## src/rtl/kronos_csr_responder.sv

```systemverilog
// Machine-mode CSR responder: one CSR_RW/RS/RC access per handshake, old value (or error) returned.
// Optional KRONOS_CSR_COUNTERS_EN adds mcycle/minstret(+H); without it those addresses are unmapped.
module kronos_csr_responder #(
  parameter logic [31:0] MTVEC_RESET   = 32'h0000_0000,
  parameter int unsigned COUNTER_WIDTH = 64
) (
  input  logic        clk,
  input  logic        rstz,
  input  logic        req_vld,
  output logic        req_rdy,
  input  logic [1:0]  req_op,
  input  logic [11:0] req_addr,
  input  logic [31:0] req_wdata,
  input  logic        req_wren,
  output logic        rsp_vld,
  input  logic        rsp_rdy,
  output logic [31:0] rsp_rdata,
  output logic        rsp_err,
  input  logic        instret,
  input  logic        irq_sw,
  input  logic        irq_timer,
  input  logic        irq_ext,
  output logic        mstatus_mie,
  output logic [2:0]  mie_mask,
  output logic [31:0] mtvec_base
);
  localparam logic [11:0] ADDR_MSTATUS  = 12'h300;
  localparam logic [11:0] ADDR_MIE      = 12'h304;
  localparam logic [11:0] ADDR_MTVEC    = 12'h305;
  localparam logic [11:0] ADDR_MSCRATCH = 12'h340;
  localparam logic [11:0] ADDR_MEPC     = 12'h341;
  localparam logic [11:0] ADDR_MCAUSE   = 12'h342;
  localparam logic [11:0] ADDR_MTVAL    = 12'h343;
  localparam logic [11:0] ADDR_MIP      = 12'h344;

  // state | meaning
  // IDLE  | req_rdy=1, waiting for a request
  // RESP  | rsp_vld=1, rdata/err held until rsp_rdy
  typedef enum logic {IDLE, RESP} state_e;
  state_e state_q, state_d;

  logic        mst_mie_q, mst_mie_d, mst_mpie_q, mst_mpie_d;
  logic [2:0]  mie_q, mie_d;
  logic [31:2] mtvec_q, mtvec_d;
  logic [31:0] mscratch_q, mscratch_d;
  logic [31:2] mepc_q, mepc_d;
  logic        mcause_int_q, mcause_int_d;
  logic [3:0]  mcause_code_q, mcause_code_d;
  logic [31:0] mtval_q, mtval_d;
  logic [31:0] rsp_rdata_q, rsp_rdata_d;
  logic        rsp_err_q, rsp_err_d;
  logic [31:0] mip_val, old_val, new_val;
  logic        hit, err, accept, wr_en;

`ifdef KRONOS_CSR_COUNTERS_EN
  localparam logic [11:0] ADDR_MCYCLE    = 12'hB00;
  localparam logic [11:0] ADDR_MINSTRET  = 12'hB02;
  localparam logic [11:0] ADDR_MCYCLEH   = 12'hB80;
  localparam logic [11:0] ADDR_MINSTRETH = 12'hB82;
  localparam logic [COUNTER_WIDTH-1:0] CNT_ONE = {{(COUNTER_WIDTH-1){1'b0}}, 1'b1};
  logic [COUNTER_WIDTH-1:0] mcycle_q, mcycle_d, minstret_q, minstret_d;
`else
  localparam int unsigned UNUSED_COUNTER_WIDTH = COUNTER_WIDTH;
  logic unused_instret;
  assign unused_instret = instret;
`endif

  assign mip_val = {20'b0, irq_ext, 3'b0, irq_timer, 3'b0, irq_sw, 3'b0};
  assign accept  = req_vld && (state_q == IDLE);

  always_comb begin
    old_val = '0;
    hit     = 1'b1;
    case (req_addr)
      ADDR_MSTATUS:   old_val = {19'b0, 2'b11, 3'b0, mst_mpie_q, 3'b0, mst_mie_q, 3'b0};
      ADDR_MIE:       old_val = {20'b0, mie_q[2], 3'b0, mie_q[1], 3'b0, mie_q[0], 3'b0};
      ADDR_MTVEC:     old_val = {mtvec_q, 2'b00};
      ADDR_MSCRATCH:  old_val = mscratch_q;
      ADDR_MEPC:      old_val = {mepc_q, 2'b00};
      ADDR_MCAUSE:    old_val = {mcause_int_q, 27'b0, mcause_code_q};
      ADDR_MTVAL:     old_val = mtval_q;
      ADDR_MIP:       old_val = mip_val;
`ifdef KRONOS_CSR_COUNTERS_EN
      ADDR_MCYCLE:    old_val = mcycle_q[31:0];
      ADDR_MINSTRET:  old_val = minstret_q[31:0];
      ADDR_MCYCLEH:   old_val = 32'(mcycle_q[COUNTER_WIDTH-1:32]);
      ADDR_MINSTRETH: old_val = 32'(minstret_q[COUNTER_WIDTH-1:32]);
`endif
      default:        hit = 1'b0;
    endcase
  end

  always_comb begin
    case (req_op)
      2'b01:   new_val = req_wdata;
      2'b10:   new_val = old_val | req_wdata;
      2'b11:   new_val = old_val & ~req_wdata;
      default: new_val = old_val;
    endcase
  end

  assign err   = !hit || (req_op == 2'b00);
  assign wr_en = accept && req_wren && !err;

  always_comb begin
    state_d     = state_q;
    rsp_rdata_d = rsp_rdata_q;
    rsp_err_d   = rsp_err_q;
    case (state_q)
      IDLE: if (req_vld) begin
        state_d     = RESP;
        rsp_rdata_d = err ? 32'h0 : old_val;
        rsp_err_d   = err;
      end
      RESP: if (rsp_rdy) state_d = IDLE;
      default: state_d = IDLE;
    endcase
  end

  // MIP is absent here on purpose: writes to it are accepted and dropped.
  always_comb begin
    mst_mie_d     = mst_mie_q;
    mst_mpie_d    = mst_mpie_q;
    mie_d         = mie_q;
    mtvec_d       = mtvec_q;
    mscratch_d    = mscratch_q;
    mepc_d        = mepc_q;
    mcause_int_d  = mcause_int_q;
    mcause_code_d = mcause_code_q;
    mtval_d       = mtval_q;
    if (wr_en) begin
      case (req_addr)
        ADDR_MSTATUS: begin
          mst_mie_d  = new_val[3];
          mst_mpie_d = new_val[7];
        end
        ADDR_MIE:      mie_d = {new_val[11], new_val[7], new_val[3]};
        ADDR_MTVEC:    mtvec_d = new_val[31:2];
        ADDR_MSCRATCH: mscratch_d = new_val;
        ADDR_MEPC:     mepc_d = new_val[31:2];
        ADDR_MCAUSE: begin
          mcause_int_d  = new_val[31];
          mcause_code_d = new_val[3:0];
        end
        ADDR_MTVAL:    mtval_d = new_val;
        default: ;
      endcase
    end
  end

  always_ff @(posedge clk or negedge rstz) begin
    if (!rstz) begin
      state_q       <= IDLE;
      rsp_rdata_q   <= '0;
      rsp_err_q     <= 1'b0;
      mst_mie_q     <= 1'b0;
      mst_mpie_q    <= 1'b0;
      mie_q         <= '0;
      mtvec_q       <= MTVEC_RESET[31:2];
      mscratch_q    <= '0;
      mepc_q        <= '0;
      mcause_int_q  <= 1'b0;
      mcause_code_q <= '0;
      mtval_q       <= '0;
    end else begin
      state_q       <= state_d;
      rsp_rdata_q   <= rsp_rdata_d;
      rsp_err_q     <= rsp_err_d;
      mst_mie_q     <= mst_mie_d;
      mst_mpie_q    <= mst_mpie_d;
      mie_q         <= mie_d;
      mtvec_q       <= mtvec_d;
      mscratch_q    <= mscratch_d;
      mepc_q        <= mepc_d;
      mcause_int_q  <= mcause_int_d;
      mcause_code_q <= mcause_code_d;
      mtval_q       <= mtval_d;
    end
  end

`ifdef KRONOS_CSR_COUNTERS_EN
  // A CSR write on the same edge replaces the increment.
  always_comb begin
    mcycle_d   = mcycle_q + CNT_ONE;
    minstret_d = instret ? (minstret_q + CNT_ONE) : minstret_q;
    if (wr_en) begin
      case (req_addr)
        ADDR_MCYCLE:    mcycle_d   = {mcycle_q[COUNTER_WIDTH-1:32], new_val};
        ADDR_MCYCLEH:   mcycle_d   = {new_val[COUNTER_WIDTH-33:0], mcycle_q[31:0]};
        ADDR_MINSTRET:  minstret_d = {minstret_q[COUNTER_WIDTH-1:32], new_val};
        ADDR_MINSTRETH: minstret_d = {new_val[COUNTER_WIDTH-33:0], minstret_q[31:0]};
        default: ;
      endcase
    end
  end

  always_ff @(posedge clk or negedge rstz) begin
    if (!rstz) begin
      mcycle_q   <= '0;
      minstret_q <= '0;
    end else begin
      mcycle_q   <= mcycle_d;
      minstret_q <= minstret_d;
    end
  end
`endif

  assign req_rdy     = (state_q == IDLE);
  assign rsp_vld     = (state_q == RESP);
  assign rsp_rdata   = rsp_rdata_q;
  assign rsp_err     = rsp_err_q;
  assign mstatus_mie = mst_mie_q;
  assign mie_mask    = mie_q;
  assign mtvec_base  = {mtvec_q, 2'b00};

endmodule

```

## config.mk

```make
export PLATFORM = sky130hd
export DESIGN_NAME = kronos_csr_responder
export DESIGN_NICKNAME = d
export VERILOG_FILES = /design/src/rtl/kronos_csr_responder.sv
export SDC_FILE = /design/constraint.sdc
export NUM_CORES = 1
export LEC_CHECK = 0
export CAP_MARGIN = 20
export CORE_ASPECT_RATIO = 1.2
export CORE_MARGIN = 3
export CORE_UTILIZATION = 45
export DETAILED_ROUTE_END_ITERATION = 8
export GPL_TIMING_DRIVEN = 1
export PLACE_DENSITY = 0.71
export SYNTH_ARGS = -nofsm -noshare
export SYNTH_HDL_FRONTEND = slang
export SYNTH_SLANG_ARGS = --single-unit
```

## constraint.sdc

```tcl
create_clock -name clk -period 2.5 [get_ports clk]
set_input_delay 0.25 -clock clk [delete_from_list [all_inputs] [get_ports clk]]
set_output_delay 0.25 -clock clk [all_outputs]
set_load 0.01 [all_outputs]
```

* Yosys cells after proc, flatten, opt, wreduce, memory -nomap -nowiden
Index checks and enable logic that the tools add are counted.
** Cells by class
- Eq/ne operators :: 11
- Multiplexer cells :: 7
- Bitwise gates (word level) :: 4
- Reduce and logical (&&, ||, !) cells :: 16
** Operator list (number)
- 32-bit one-hot mux with 8 select lines :: 1
- 12-bit by 10-bit == test with 1-bit output, second input constant :: 8
- 32-bit one-hot mux with 3 select lines :: 1
- 32-bit bitwise AND :: 1
- 32-bit 2-to-1 mux :: 1
- 32-bit NOT :: 1
- 32-bit OR :: 1
- 2-bit AND reduction :: 8
- 8-bit OR reduction :: 1
- 2-bit == test, second input constant :: 2
- 1-bit logical AND :: 3
- 1-bit 2-to-1 mux :: 3
- 2-bit by 1-bit == test with 1-bit output, second input constant :: 1
- 1-bit zero test :: 2
- 2-bit zero test :: 1
- 1-bit one-hot mux with 2 select lines :: 1
- 1-bit logical OR :: 1
- 1-bit NOT :: 1
** Word-level totals
- Register bits :: 168
- Word-level logic and storage cells :: 50

* Longest topological paths before layout
- Word-level depth :: 8
- Gate-level depth with buffers :: 9
- Gate-level depth less buffers :: 5

* Least setup slack after synthesis
OpenSTA, ideal clock, no wires.
- Kind :: register to register
- From :: reg state_q (netlist: rsp_vld)
- To :: reg mtvec_q[3] in the netlist's numbering
- Arrival time :: 1.851 ns
- Required time :: 2.375 ns
- Setup slack :: 0.525 ns
- Cell stages (with the launch flop) :: 7
- Path buffers :: 2
- Clock period less this slack :: 1.975 ns
- Cells stage by stage :: dfrtp_1 -> nand2b_1 -> clkbuf_1 -> nor4b_1 -> and3_1 -> buf_4 -> mux2_2
** On the way
- Word-level cells in the longest chain between the ends :: 5
** Ends and longest elaborated chain
- start: declaration :: line 40 : state_e state_q, state_d;
- start signal: assignment :: line 166 : state_q <= state_d;
- 1-bit NOT (no line)
- 1-bit logical AND :: line 69 : assign accept = req_vld && (state_q == IDLE);
- 1-bit logical AND (2 in a row) :: line 103 : assign wr_en = accept && req_wren && !err;
- 2-bit AND reduction (no line)
- end signal: assignment :: line 159 : mtvec_q <= MTVEC_RESET[31:2];
- end signal: assignment :: line 172 : mtvec_q <= mtvec_d;
- end: declaration :: line 44 : logic [31:2] mtvec_q, mtvec_d;
No other way between the ends.
A chain may end at the register's enable or synchronous reset.

* Worst setup path in the final report
- From :: in req_addr[5]
- To :: reg mscratch_q[18]
** On the way
- Word-level cells in the longest chain between the ends :: 8
- Elaborated cells between the ends (all ways) :: 19
** Ends and longest elaborated chain
- start: declaration :: line 12 : input logic [11:0] req_addr,
- 12-bit by 10-bit == test with 1-bit output, on equally long branches :: line 74, 132
- 8-bit OR reduction (no line)
- 1-bit 2-to-1 mux :: line 74 : case (req_addr)
- 1-bit zero test :: line 102 : assign err = !hit || (req_op == 2'b00);
- 1-bit logical OR :: line 102
- 1-bit zero test :: line 103
- 1-bit logical AND :: line 103
- 2-bit AND reduction (no line)
- end signal: assignment :: line 173 : mscratch_q <= mscratch_d;
- end: declaration :: line 45 : logic [31:0] mscratch_q, mscratch_d;
Several ways; a longest one is shown, not always the timed one.

==> run_results.csv <==
group,metric,value,unit
final_layout,drive_gt1_share,16.4,%
clock_tree,tritoncts,"built",
timing,fin_crit,2320,ps
place,portBuffers,122,
grt,grt_pass1_wl,44100,um
logic_synthesis,syn_avg_cell_area,10.1,um2
final_layout,fin_nets,1067,
drt,viasPerCell,6.21,
setup_path,critPathKind,"primary input to flop",
grt,grt_start_max_net_pins,69,
clock_tree,cts_buffers,17,
floorplanning,core-area,19000,um2
timing,rsz0062_at_grt,"false",
final_layout,n_fill_cell,1628,
drt,drt_iter0_drc,788,
power,peakVddDrop,0.488,mV
logic_synthesis,synth-async-reset-ratio,100,%
final_layout,fin_util,59.4,%
timing,skew,6.76,ps
final_layout,regArea,4200,um2
logic_synthesis,synth_flop_cell,"dfrtp_1",
timing,drv_slew,0,
flow_run,drv_cap,0,
setup_path,worstPathRequired,2840,ps
logic_synthesis,yosys.area_share.adder,0,%
power,power.total,5940,uW
power,p_per_area,527,nW/um2
logic_synthesis,synth_mux_area_share,5.85,%
floorplanning,initial_core_util,46.3,%
logic_synthesis,synth_area,8790,um2
logic_synthesis,ys_seq_area_share,47.8,%
floorplanning,rows,55,
clock_tree,clkSinkCount,168,
grt,gr-usage-all-layers,25.8,%
grt,grt_pass1_vias,8026,
place,dp.cells,1248,
timing,fin_tns_setup,0,ps
timing,worst_pin_slew,865,ps
clock_tree,clk-insertion-delay-late,430,ps
logic_synthesis,synth_compound_area_share,25.6,%
clock_tree,cts.path.max_buffers,2,
logic_synthesis,syn_inst,867,
drt,drc,0,
logic_synthesis,synthSimpleGateAreaFrac,15.9,%
setup_path,cp_max_fo,12,
clock_tree,cts_max_level,4,
final_layout,areaGrowthSynthToFinish,28.4,%
drt,ant_nets,0,
floorplanning,dieArea,21300,um2
logic_synthesis,synth_top_family_by_area,"compound AO/OA/AOI/OAI gates",
place,dp_hpwl,18100,um
drt,finalWirelength,27300,um
timing,hold_viol,0,
drt,wl_per_cell,21.3,um
place,gp_routability_congestion,0.884,
logic_synthesis,ys_ff_latch,168,
floorplanning,io_pins,126,
timing,fmax,431,MHz
timing,setup_viol,0,
final_layout,multi_input_area,4240,um2
grt,grt.overflow.total,0,
timing,holdWs,334,ps
worst_hold_path,min_path_type,"primary input to asynchronous set/reset pin",
setup_path,worstPathArrival,2660,ps
clock_tree,path_clk_slew,70,ps
floorplanning,die_w,134,um
drt,vias,7953,
clock_tree,cts_root_buf,"clkbuf_16",
floorplanning,die_h,159,um
final_layout,fin_cells,1281,
grt,antenna_found_initial,0,
logic_synthesis,synthXorXnorAreaFrac,0.498,%
run_status,outcome,"complete, no violations",
setup_path,startpoint_type,"primary input",
timing,slew_headroom,42.3,%
logic_synthesis,ys_warn_count,0,
logic_synthesis,yosysUniqueCellTypes,65,
final_layout,antenna_cells,0,
power,p_leak,0.00468,uW
setup_path,cp-end-kind,"flop",
drt,first_pass_iters,5,
timing,finalCritPeriodShare,92.9,%
logic_synthesis,synth_edf_count,0,
## worst paths after layout
path                       slack [ps]                to  cells past startpoint           from
max in group asynchronous        1420       mtval_q[15]                      3           rstz
min in group clk                  380           rsp_vld                      2        rsp_rdy
hold / removal                    330           rsp_vld                      2           rstz
hold reg to reg                   480      rsp_rdata[1]                      2   rsp_rdata[1]
setup / recovery                  180    mscratch_q[18]                      7    req_addr[5]
setup reg to reg                  260  mcause_code_q[3]                      5  mscratch_q[3]
## what timing repair did
action	CTS	global route
hold buffers	1	0
resized for setup	0	1
buffers inserted	0	0
endpoints found under the hold margin	43	0
setup endpoints to repair	0	7
## cell usage in the layout (no fill, tap or decap), types with 4 or more instances in the layout
cell,count
dfrtp_1,168
a22oi_1,15
o2bb2ai_1,26
a22oi_2,9
a32o_1,13
xnor2_1,5
mux2i_1,33
nand2_1,83
a41oi_2,13
nor3_1,18
clkinvlp_4,7
a41oi_1,40
buf_12,9
a2bb2oi_1,11
and2_1,4
a21oi_1,10
mux2_2,9
and4_1,5
o21ai_0,30
o211ai_1,10
and3_1,8
nand3_1,6
a22o_1,33
clkbuf_16,17
nand4_1,11
inv_1,5
nor2_1,125
clkdlybuf4s50_1,119
buf_4,67
a31oi_1,51
## final cells by class
class | count | area share [%]
Clock buffer | 19 | 4.01
Inverter | 5 | 0.166
Sequential cell | 168 | 37.3
Tap cell | 256 | 2.84
Timing Repair Buffer | 199 | 16.9
Clock inverter | 13 | 1.30
Multi-Input combinational cell | 621 | 37.5
## critical path: stages
cell             delay (ps)
clkdlybuf4s50_1         540
nor4_1                  310
buf_4                   170
o311ai_4                100
nor2_2                  690
a22oi_1                 320
a41oi_1                 270
## through the flow
step	setup WS, ps	area (um2)
after detailed placement	-296	10700
after global placement	-285	10700
after global routing	8.10	11300
after floorplan	525	8790
final	178	11300
after CTS	40.0	11300
## routing by layer
layer	GRT usage (%)	vias to the layer above	part of all wire, %
met5	0	-	0
met2	40.4	389	47
li1	-	3593	-
met4	8.19	0	1.8
met1	36.0	3931	43
met3	5.91	40	8.1
## sequential cells by signal (all words and copies together) (netlist names), 3 cells and up
signal         count
mepc_q            30
mcause_code_q      4
mtvec_q           30
mie_mask           3
rsp_rdata         32
mscratch_q        32
mtval_q           32
## cells by family (layout without fill, tap and decap cells)
family          Yosys count  in the layout
compound gates          274            274
xor+xnor                  5              5
buf+inv                  79            236
flops                   168            168
mux                      46             46
other cells               1              2
simple gates            294            294
## synthesized netlist by cell type, types with 6 or more instances
cell       instances  area share, %
buf_2             24            1.4
a41oi_1           40            4.0
o21ai_0           30            1.7
mux2i_1           33            3.8
a41oi_2           13            2.4
a2bb2oi_1         11            1.1
mux2_2             9            1.2
o211ai_1          10           0.85
and3_1            10           0.71
nand4_1           11           0.78
nor3_1            18            1.0
a22o_1            33            3.3
nand3_1            6           0.34
a22oi_2            9            1.3
clkbuf_1          38            1.6
a22oi_1           15            1.3
o2bb2ai_1         26            2.6
a21oi_1           10           0.57
a31oi_1           51            3.6
a32o_1            13            1.5
nand2_1           83            3.5
dfrtp_1          168             48
nor2_1           125            5.3
## power breakdown
group          switching [uW]  internal (uW)  total (uW)
registers                3.91           2720        2730
logic                     329            202         531
clock network            1150           1530        2690
Power figures use the tool's default switching activity.
